$ cat src/rtl/wb_pipe_reg_chain_pkg.sv
// Shared constants and helpers for the write-back pipeline register chain.
package wb_pipe_reg_chain_pkg;

    localparam int unsigned MaxStages = 8;

    // Smallest occupancy width able to represent 0..stages.
    function automatic int unsigned occ_width(input int unsigned stages);
        return $clog2(stages + 1);
    endfunction

    function automatic logic [3:0] count_ones(input logic [MaxStages-1:0] v);
        logic [3:0] n;
        n = '0;
        for (int i = 0; i < MaxStages; i++) begin
            n = n + 4'(v[i]);
        end
        return n;
    endfunction

endpackage

$ cat src/rtl/wb_pipe_reg_chain_if.sv
// Valid/ready bus between upstream producer, the register chain and downstream write-back.
interface wb_pipe_reg_chain_if #(
    parameter int unsigned NrOfBits = 32
);
    logic                in_valid;
    logic [NrOfBits-1:0] in_data;
    logic                in_ready;
    logic                out_valid;
    logic [NrOfBits-1:0] out_data;
    logic                out_ready;

    modport master (
        output in_valid, in_data, out_ready,
        input  in_ready, out_valid, out_data
    );

    modport slave (
        input  in_valid, in_data, out_ready,
        output in_ready, out_valid, out_data
    );
endinterface

$ cat src/rtl/wb_pipe_reg_chain_stage.sv
// One elastic stage: data+valid register with flush, preset and handshake load/hold.
module wb_pipe_reg_chain_stage #(
    parameter int unsigned          NrOfBits    = 32,
    parameter bit                   IsLast      = 1'b0,
    parameter logic [NrOfBits-1:0]  PresetValue = '0
) (
    input  logic                Clock,
    input  logic                Reset,
    input  logic                adv,
    input  logic                canload,
    input  logic                flush,
    input  logic                pre,
    input  logic                src_valid,
    input  logic [NrOfBits-1:0] src_data,
    output logic                valid,
    output logic                valid_next,
    output logic [NrOfBits-1:0] data
);

    logic                valid_q, valid_d;
    logic [NrOfBits-1:0] data_q, data_d;

    always_comb begin
        valid_d = valid_q;
        data_d  = data_q;
        if (flush) begin
            valid_d = 1'b0;
        end else if (pre) begin
            valid_d = IsLast;
            if (IsLast) data_d = PresetValue;
        end else if (adv && canload) begin
            // A bubble from the source still frees this stage; data only moves when valid.
            valid_d = src_valid;
            if (src_valid) data_d = src_data;
        end
    end

    always_ff @(posedge Clock or negedge Reset) begin
        if (!Reset) begin
            valid_q <= 1'b0;
            data_q  <= '0;
        end else begin
            valid_q <= valid_d;
            data_q  <= data_d;
        end
    end

    assign valid      = valid_q;
    assign valid_next = valid_d;
    assign data       = data_q;

endmodule

$ cat src/rtl/wb_pipe_reg_chain.sv
// Elastic write-back register chain with tick qualification, flush, preset, output mask
// and registered occupancy count.
module wb_pipe_reg_chain
    import wb_pipe_reg_chain_pkg::*;
#(
    parameter int unsigned         NrOfBits    = 32,
    parameter int unsigned         NrOfStages  = 2,
    parameter logic [NrOfBits-1:0] PresetValue = '0,
    parameter int unsigned         CountBits   = 4
) (
    input  logic                  Clock,
    input  logic                  Reset,
    input  logic                  ClockEnable,
    input  logic                  Tick,
    input  logic                  flush,
    input  logic                  pre,
    input  logic                  cs,
    wb_pipe_reg_chain_if.slave    bus,
    output logic [CountBits-1:0]  occupancy
);

    logic                                 adv, pop;
    logic [NrOfStages-1:0]                valid_q, valid_d;
    logic [NrOfStages-1:0][NrOfBits-1:0]  data_q;
    logic [NrOfStages:0]                  canload;
    logic [MaxStages-1:0]                 valid_ext;
    logic [CountBits-1:0]                 occ_q;

    assign adv = ClockEnable & Tick;
    assign pop = adv & bus.out_valid & bus.out_ready;

    // Ready ripples from the output end: a stage frees up if empty or its successor frees up.
    always_comb begin
        canload             = '0;
        canload[NrOfStages] = pop;
        for (int k = NrOfStages - 1; k >= 0; k--) begin
            canload[k] = ~valid_q[k] | canload[k+1];
        end
    end

    assign bus.in_ready  = adv & canload[0] & ~flush & ~pre;
    assign bus.out_valid = valid_q[NrOfStages-1] & ~cs;
    assign bus.out_data  = cs ? '0 : data_q[NrOfStages-1];

    for (genvar k = 0; k < NrOfStages; k++) begin : g_stage
        logic                src_valid;
        logic [NrOfBits-1:0] src_data;

        if (k == 0) begin : g_head
            assign src_valid = bus.in_valid;
            assign src_data  = bus.in_data;
        end else begin : g_body
            assign src_valid = valid_q[k-1];
            assign src_data  = data_q[k-1];
        end

        wb_pipe_reg_chain_stage #(
            .NrOfBits    (NrOfBits),
            .IsLast      (k == NrOfStages - 1),
            .PresetValue (PresetValue)
        ) u_stage (
            .Clock      (Clock),
            .Reset      (Reset),
            .adv        (adv),
            .canload    (canload[k]),
            .flush      (flush),
            .pre        (pre),
            .src_valid  (src_valid),
            .src_data   (src_data),
            .valid      (valid_q[k]),
            .valid_next (valid_d[k]),
            .data       (data_q[k])
        );
    end

    always_comb begin
        valid_ext                 = '0;
        valid_ext[NrOfStages-1:0] = valid_d;
    end

    always_ff @(posedge Clock or negedge Reset) begin
        if (!Reset) begin
            occ_q <= '0;
        end else begin
            occ_q <= CountBits'(count_ones(valid_ext));
        end
    end

    assign occupancy = occ_q;

endmodule

$ cat src/flat_wrapper.sv
// flat-port wrapper written by rule: the top's interface ports become plain ports
module wb_pipe_reg_chain_flat import wb_pipe_reg_chain_pkg::*;
#(
    parameter int unsigned         NrOfBits    = 32,
    parameter int unsigned         NrOfStages  = 2,
    parameter logic [NrOfBits-1:0] PresetValue = '0,
    parameter int unsigned         CountBits   = 4
)
  (Clock, Reset, ClockEnable, Tick, flush, pre, cs, occupancy, bus_in_valid, bus_in_data, bus_out_ready, bus_in_ready, bus_out_valid, bus_out_data);
  wb_pipe_reg_chain_if #(.NrOfBits(NrOfBits)) bus_i ();
  input  logic Clock;
  input  logic Reset;
  input  logic ClockEnable;
  input  logic Tick;
  input  logic flush;
  input  logic pre;
  input  logic cs;
  output logic [CountBits-1:0] occupancy;
  input wire logic [$bits(bus_i.in_valid)-1:0] bus_in_valid;
  input wire logic [$bits(bus_i.in_data)-1:0] bus_in_data;
  input wire logic [$bits(bus_i.out_ready)-1:0] bus_out_ready;
  output wire logic [$bits(bus_i.in_ready)-1:0] bus_in_ready;
  output wire logic [$bits(bus_i.out_valid)-1:0] bus_out_valid;
  output wire logic [$bits(bus_i.out_data)-1:0] bus_out_data;
  assign bus_i.in_valid = bus_in_valid;
  assign bus_i.in_data = bus_in_data;
  assign bus_i.out_ready = bus_out_ready;
  assign bus_in_ready = bus_i.in_ready;
  assign bus_out_valid = bus_i.out_valid;
  assign bus_out_data = bus_i.out_data;
  wb_pipe_reg_chain #(.NrOfBits(NrOfBits), .NrOfStages(NrOfStages), .PresetValue(PresetValue), .CountBits(CountBits)) u_core (.Clock(Clock), .Reset(Reset), .ClockEnable(ClockEnable), .Tick(Tick), .flush(flush), .pre(pre), .cs(cs), .bus(bus_i), .occupancy(occupancy));
endmodule
$ cat config.mk
export PLATFORM = sky130hd
export DESIGN_NAME = wb_pipe_reg_chain_flat
export DESIGN_NICKNAME = d
export VERILOG_FILES = /design/src/rtl/wb_pipe_reg_chain_pkg.sv /design/src/rtl/wb_pipe_reg_chain_if.sv /design/src/rtl/wb_pipe_reg_chain_stage.sv /design/src/rtl/wb_pipe_reg_chain.sv /design/src/flat_wrapper.sv
export SDC_FILE = /design/constraint.sdc
export NUM_CORES = 1
export LEC_CHECK = 0
export BUFFER_PORTS_ARGS = -buffer_cell sky130_fd_sc_hd__buf_2
export CORE_UTILIZATION = 30
export DETAILED_ROUTE_END_ITERATION = 6
export GPL_ROUTABILITY_DRIVEN = 0
export HOLD_SLACK_MARGIN = 0.08
export PLACE_DENSITY = 0.58
export SYNTH_ARGS = -nofsm -noshare
export SYNTH_HDL_FRONTEND = slang
export SYNTH_SLANG_ARGS = --single-unit
$ cat constraint.sdc
create_clock -name Clock -period 1.5 [get_ports Clock]
set_clock_uncertainty 0.15 [all_clocks]
set_input_delay 0.3 -clock Clock [delete_from_list [all_inputs] [get_ports Clock]]
set_output_delay 0.3 -clock Clock [all_outputs]
set_load 0.05 [all_outputs]
==> metrics.txt, run 1 <==
post-synthesis cell type count=27; share of cells above drive strength 1=56.96%; Routed WL per cell=15.30 µm; Max Cap Violations=0; dpl cells=431; Worst Path Max Fanout=2; largest net degree at the start of global routing=69; Layout area overhead=72.15%; CTS Buf Count=9; most frequent cells in the layout=dfrtp_1, buf_2, buf_4; Finished Layout Cells=517; Critical Path AT=1.41 ns; cell accounting for the most synthesized area=dfrtp_1; register area share after synthesis=57.21%; RSZ-0062 raised after global routing=yes; static leakage=2.417 nW; Post-DRT Antenna Nets=0; Die Area=10320 µm²; Top Family by Delay on Critical Path=flip-flops; Initial Utilization=31.59%; CP Cell Sequence=a311oi_4, nor2b_4, buf_8; violated checks=setup timing; status=finished, violations left; grt total ovfl=0; largest cells by area after synthesis=dfrtp_1, mux2_4, nor2b_1; fin crit share=123.7%; Final Setup Violations=70; Clk Latency, worst-skew pair=0.34 ns; commonest non-fill, non-tap cell in the layout=dfrtp_1; htree depth=3; TNS Setup=-16.80 ns; part of the power in registers=49.4%; Routed WL=7.911 mm; worst hold slack=0.3310 ns; Rows=35; num ports=79; Yosys warnings=0; WP data required=1.05 ns; IO buf count=76; TritonCTS clock tree=yes; setup slack at placement=-0.3480 ns; drt first-iter violations=81; synthesized flop and latch total=68; synthesized area=2974 µm²; startpoint types=register; Vias/cell=4.468; top cell type's share of synthesized area=57.21%; Detailed Routing Iterations Pass 1=4; Critical Path Slowest Stage Cell=dfrtp_1; vias=2310; Worst path max stage delay=0.42 ns; Total Power=4.400 mW; CP Class=register to output pin; post-layout minimum cycle time=1.855 ns; vias in the first global route=2264; CTS root buf=clkbuf_8; CTS sink cnt=68; synthesized area per cell=13.22 µm²; Gate Count Post-Synth=225; maximum root-to-sink buffer count=2; final setup margin=-0.3554 ns; Core ar.=9415 µm²; Min-Delay Path Class=input port to register; crit end category=output pin; first-pass GRT wire length=11.81 mm; Peak Freq=539.0 MHz; nets=425; Post-DP HPWL=4.385 mm; antenna violations before repair=0; Die W=101.6 µm; power density cells=859.3 nW/µm²; Ant. Diodes=0; Buf/Inv on CP=1; Combinational Power Share=16.8%; Net Sw Frac=25.51%; overall die height=101.6 µm; CTS clk-pin slew, worst paths=0.08 ns; Final Hold Vio Count=0; # DRC=0; Peak VDD IR=423.8 µV; Clock Power Share=33.8%; fin. max-slew vios=0; Psw=1.122 mW; P_int=3.277 mW; GRT Util Overall=15.50%
worst paths after layout:
| kind | from | to | slack, ns | cells after the start |
|---|---|---|---|---|
| worst min register to register | u_core.g_stage[0].u_stage.data[2] | u_core.g_stage[1].u_stage.data[2] | 0.35 | 1 |
| min in group asynchronous | Reset | u_core.occupancy[1] | 0.36 | 3 |
| worst min-delay path | flush | u_core.g_stage[0].u_stage.valid | 0.33 | 4 |
| worst max-delay path | u_core.g_stage[0].u_stage.valid | bus_in_ready | -0.36 | 3 |
| max in group asynchronous | Reset | u_core.g_stage[1].u_stage.data[15] | 0.56 | 3 |
| worst max register to register | u_core.g_stage[0].u_stage.valid | u_core.g_stage[1].u_stage.data[16] | -0.31 | 8 |
metal layers:
layer	global-route usage, %	vias up	part of all wire (%)
met3	3.520	8	3.7
li1	-	1099	-
met2	24.38	55	49
met5	0	-	0
met4	5.351	0	0.97
met1	21.02	1148	47
power groups by stage:
stage | logic (mW) | clock network, mW | registers, mW
floorplan | 0.385 | 0 | 2.17
finish | 0.739 | 1.49 | 2.17
detailed placement | 0.573 | 0 | 2.20
global route | 0.790 | 1.61 | 2.20
global placement | 0.556 | 0 | 2.20
CTS | 0.713 | 1.52 | 2.17
worst min-delay path: stages:
cell	delay [ns]
buf_2	0.12
buf_4	0.16
nor3_1	0.08
buf_4	0.13
state kept, by name (all words and copies together), names as in the netlist:
name	cells
u_core.g_stage.u_stage.valid	2
u_core.g_stage.u_stage.data	64
u_core.occupancy	2
synth_stat cells:
master,count
a21oi_1,2
buf_6,3
ha_1,1
a311oi_2,1
o21bai_1,1
clkbuf_1,9
nand2b_4,1
a211oi_2,1
nand2_1,25
mux2_4,30
nor2b_1,34
nor2_1,1
o22ai_1,12
a21o_1,1
o21ai_0,1
and2b_1,1
conb_1,1
dfrtp_1,68
a22o_1,20
nand2b_1,1
a32oi_1,1
mux2_2,2
nand4_4,1
buf_4,2
nand3_1,1
nor3_1,1
buf_2,3
area by class of cell:
type	count	area [µm²]
clock buffer	10	127.6
clock inverter	6	65.06
fill	793	4295
multi-input combinational	141	1504
sequential	68	1702
tap	129	161.4
timing repair buffer	163	1560
repair_timing:
action                                 CTS  global route
setup endpoints to repair               99            98
gates resized for setup                120            41
cloned                                   4             1
hold buffers                            33             0
endpoints found under the hold margin  100             0
pin swaps                                2             3
setup buffers                           10            22
kinds of logic after synthesis:
| family | count (synthesis) | synth area share (%) |
|---|---|---|
| flip-flops | 68 | 57.21 |
| AND/OR/NAND/NOR | 66 | 12.41 |
| other | 1 | 0.1261 |
| AO/OA/AOI/OAI | 40 | 10.64 |
| multiplexers | 32 | 15.90 |
| adder cells (fa/ha/maj) | 1 | 0.4206 |
| buffers and inverters | 17 | 3.281 |
metrics by stage:
step	area (µm²)	utilization (%)
after floorplan	3005	-
after global placement	3647	38.74
after detailed placement	3647	38.74
after CTS	4770	50.66
after global routing	5120	54.38
final	5120	54.38
Power figures use the tool's default switching activity.
==> inputs of run 2 (changes only) <==
--- a/config.mk
+++ b/config.mk
@@ -7,6 +7,7 @@
 export LEC_CHECK = 0
 export BUFFER_PORTS_ARGS = -buffer_cell sky130_fd_sc_hd__buf_2
 export CORE_UTILIZATION = 30
+export CTS_CLUSTER_DIAMETER = 200
 export DETAILED_ROUTE_END_ITERATION = 6
 export GPL_ROUTABILITY_DRIVEN = 0
 export HOLD_SLACK_MARGIN = 0.08
==> constraint.sdc (replaced) <==
create_clock -name Clock -period 1.5 [get_ports Clock]
set_clock_uncertainty 0.15 [all_clocks]
set_input_delay 0.15 -clock Clock [delete_from_list [all_inputs] [get_ports Clock]]
set_output_delay 0.15 -clock Clock [all_outputs]
set_load 0.05 [all_outputs]
==> run 2 against run 1 <==
The run still ends with setup timing left. Largest cell class unchanged. Power up 5.4%. Global-route usage fell by 0.53 points. Utilization fell by 7.7 points. Register-to-register slack better by 0.08 ns. Fmax rose by 7.2%. Wire length shrank 9.7%. Critical path depth is 2 higher. Setup slack better by 0.13 ns.
==> metrics.txt, run 2 (synthesized netlist as in run 1, its figures left out) <==
vias=2214; Max Cap Violations=0; RSZ-0062 raised after global routing=yes; max reg flops=64; Initial Utilization=31.59%; grt total ovfl=0; startpoint types=register; CTS root buf=clkbuf_8; Clk Latency, worst-skew pair=0.35 ns; drt first-iter violations=54; CTS clk-pin slew, worst paths=0.07 ns; static leakage=2.212 nW; TritonCTS clock tree=yes; Ant. Diodes=0; Routed WL per cell=14.66 µm; worst hold stages=3; Detailed Routing Iterations Pass 1=4; commonest non-fill, non-tap cell in the layout=buf_2; post-layout minimum cycle time=1.730 ns; # DRC=0; Post-DP HPWL=4.346 mm; Worst Path Max Fanout=18; WP data required=1.58 ns; Die W=101.6 µm; Post-DRT Antenna Nets=0; Rows=35; Peak VDD IR=562.8 µV; most frequent cells in the layout=buf_2, dfrtp_1, dlygate4sd3_1; Routed WL=7.141 mm; crit end category=register; TNS Setup=-12.78 ns; nets=396; GRT Util Overall=14.97%; vias in the first global route=2244; num ports=79; maximum root-to-sink buffer count=2; final setup margin=-0.2304 ns; Final Hold Vio Count=0; IO buf count=76; htree depth=3; power density cells=1056 nW/µm²; fin crit share=115.4%; overall die height=101.6 µm; antenna violations before repair=0; Min-Delay Path Class=input port to register; Core ar.=9415 µm²; violated checks=setup timing; Peak Freq=577.9 MHz; share of cells above drive strength 1=44.13%; fin. max-slew vios=0; Fillers=900; Vias/cell=4.546; CTS Buf Count=9; Layout area overhead=47.71%; Critical Path AT=1.81 ns; R2R Setup Slk=-0.23 ns; CTS sink cnt=68; Die Area=10320 µm²; CP Class=register to register; first-pass GRT wire length=11.50 mm; Final Setup Violations=66; setup slack at placement=-0.2476 ns; FF-to-FF path depth=5; status=finished, violations left; largest net degree at the start of global routing=34
[run 2: path summary, 6_finish.rpt]
check / start / to
min in group asynchronous: Reset / u_core.g_stage[0].u_stage.data[14]
max in group asynchronous: Reset / u_core.g_stage[1].u_stage.data[7]
worst max register to register: u_core.g_stage[0].u_stage.valid / u_core.g_stage[0].u_stage.data[4]
worst min register to register: u_core.g_stage[1].u_stage.data[17] / u_core.g_stage[1].u_stage.data[17]
worst min-delay path: bus_in_valid / u_core.g_stage[0].u_stage.valid
worst max-delay path: u_core.g_stage[0].u_stage.valid / u_core.g_stage[0].u_stage.data[4]
[run 2: layout make-up]
| type | count | area [µm²] | area share, % |
|---|---|---|---|
| clock buffers | 9 | 123.9 | 2.820 |
| clock inverters | 6 | 112.6 | 2.563 |
| multi-input cells | 141 | 1227 | 27.94 |
| flip-flops and latches | 68 | 1702 | 38.74 |
| well taps | 129 | 161.4 | 3.674 |
| repair buffers | 134 | 1066 | 24.27 |
[run 2: stage by stage]
| stage | hold slack [ns] | cell area (µm²) | utilization [%] | std cells | total power, mW |
|---|---|---|---|---|---|
| after floorplan | -0.2956 | 2980 | - | 226 | 2.550 |
| after detailed placement | -0.06386 | 3601 | 38.25 | 428 | 2.759 |
| after global routing | 0.1331 | 4393 | 46.66 | 487 | 4.839 |
| final | 0.1035 | 4393 | 46.66 | 487 | 4.639 |
| after global placement | -0.06651 | 3601 | 38.25 | 428 | 2.737 |
| after CTS | 0.08351 | 4350 | 46.21 | 484 | 4.691 |
[run 2: power by group]
group | internal (mW) | total [mW] | leakage, nW | switching [mW]
Sequential | 2.04 | 2.16 | 0.892 | 0.121
Combinational | 0.411 | 0.643 | 1.20 | 0.233
Clock | 1.10 | 1.83 | 0.120 | 0.731
[run 2: metal layers]
| layer | global-route usage [%] | vias to the layer above | part of all wire [%] |
|---|---|---|---|
| met5 | 0 | - | 0 |
| met3 | 2.968 | 10 | 4.1 |
| li1 | - | 1038 | - |
| met4 | 6.466 | 0 | 1.3 |
| met1 | 20.55 | 1098 | 49 |
| met2 | 22.97 | 68 | 46 |
[run 2: worst max-delay path, cell delays in order, from the launching register on]
cell	delay, ns
dfrtp_1	0.40
a311oi_2	0.27
buf_4	0.16
nand4_4	0.12
buf_12	0.20
mux2_4	0.30
[run 2: timing repair]
action                                  in CTS  in global routing
hold endpoints to repair                   102                  0
buffers inserted                             4                  3
pin swaps                                    3                  1
hold buffers                                34                  0
resized for setup                           20                  3
cloned                                       3                  0
endpoints found under the setup margin      67                 71
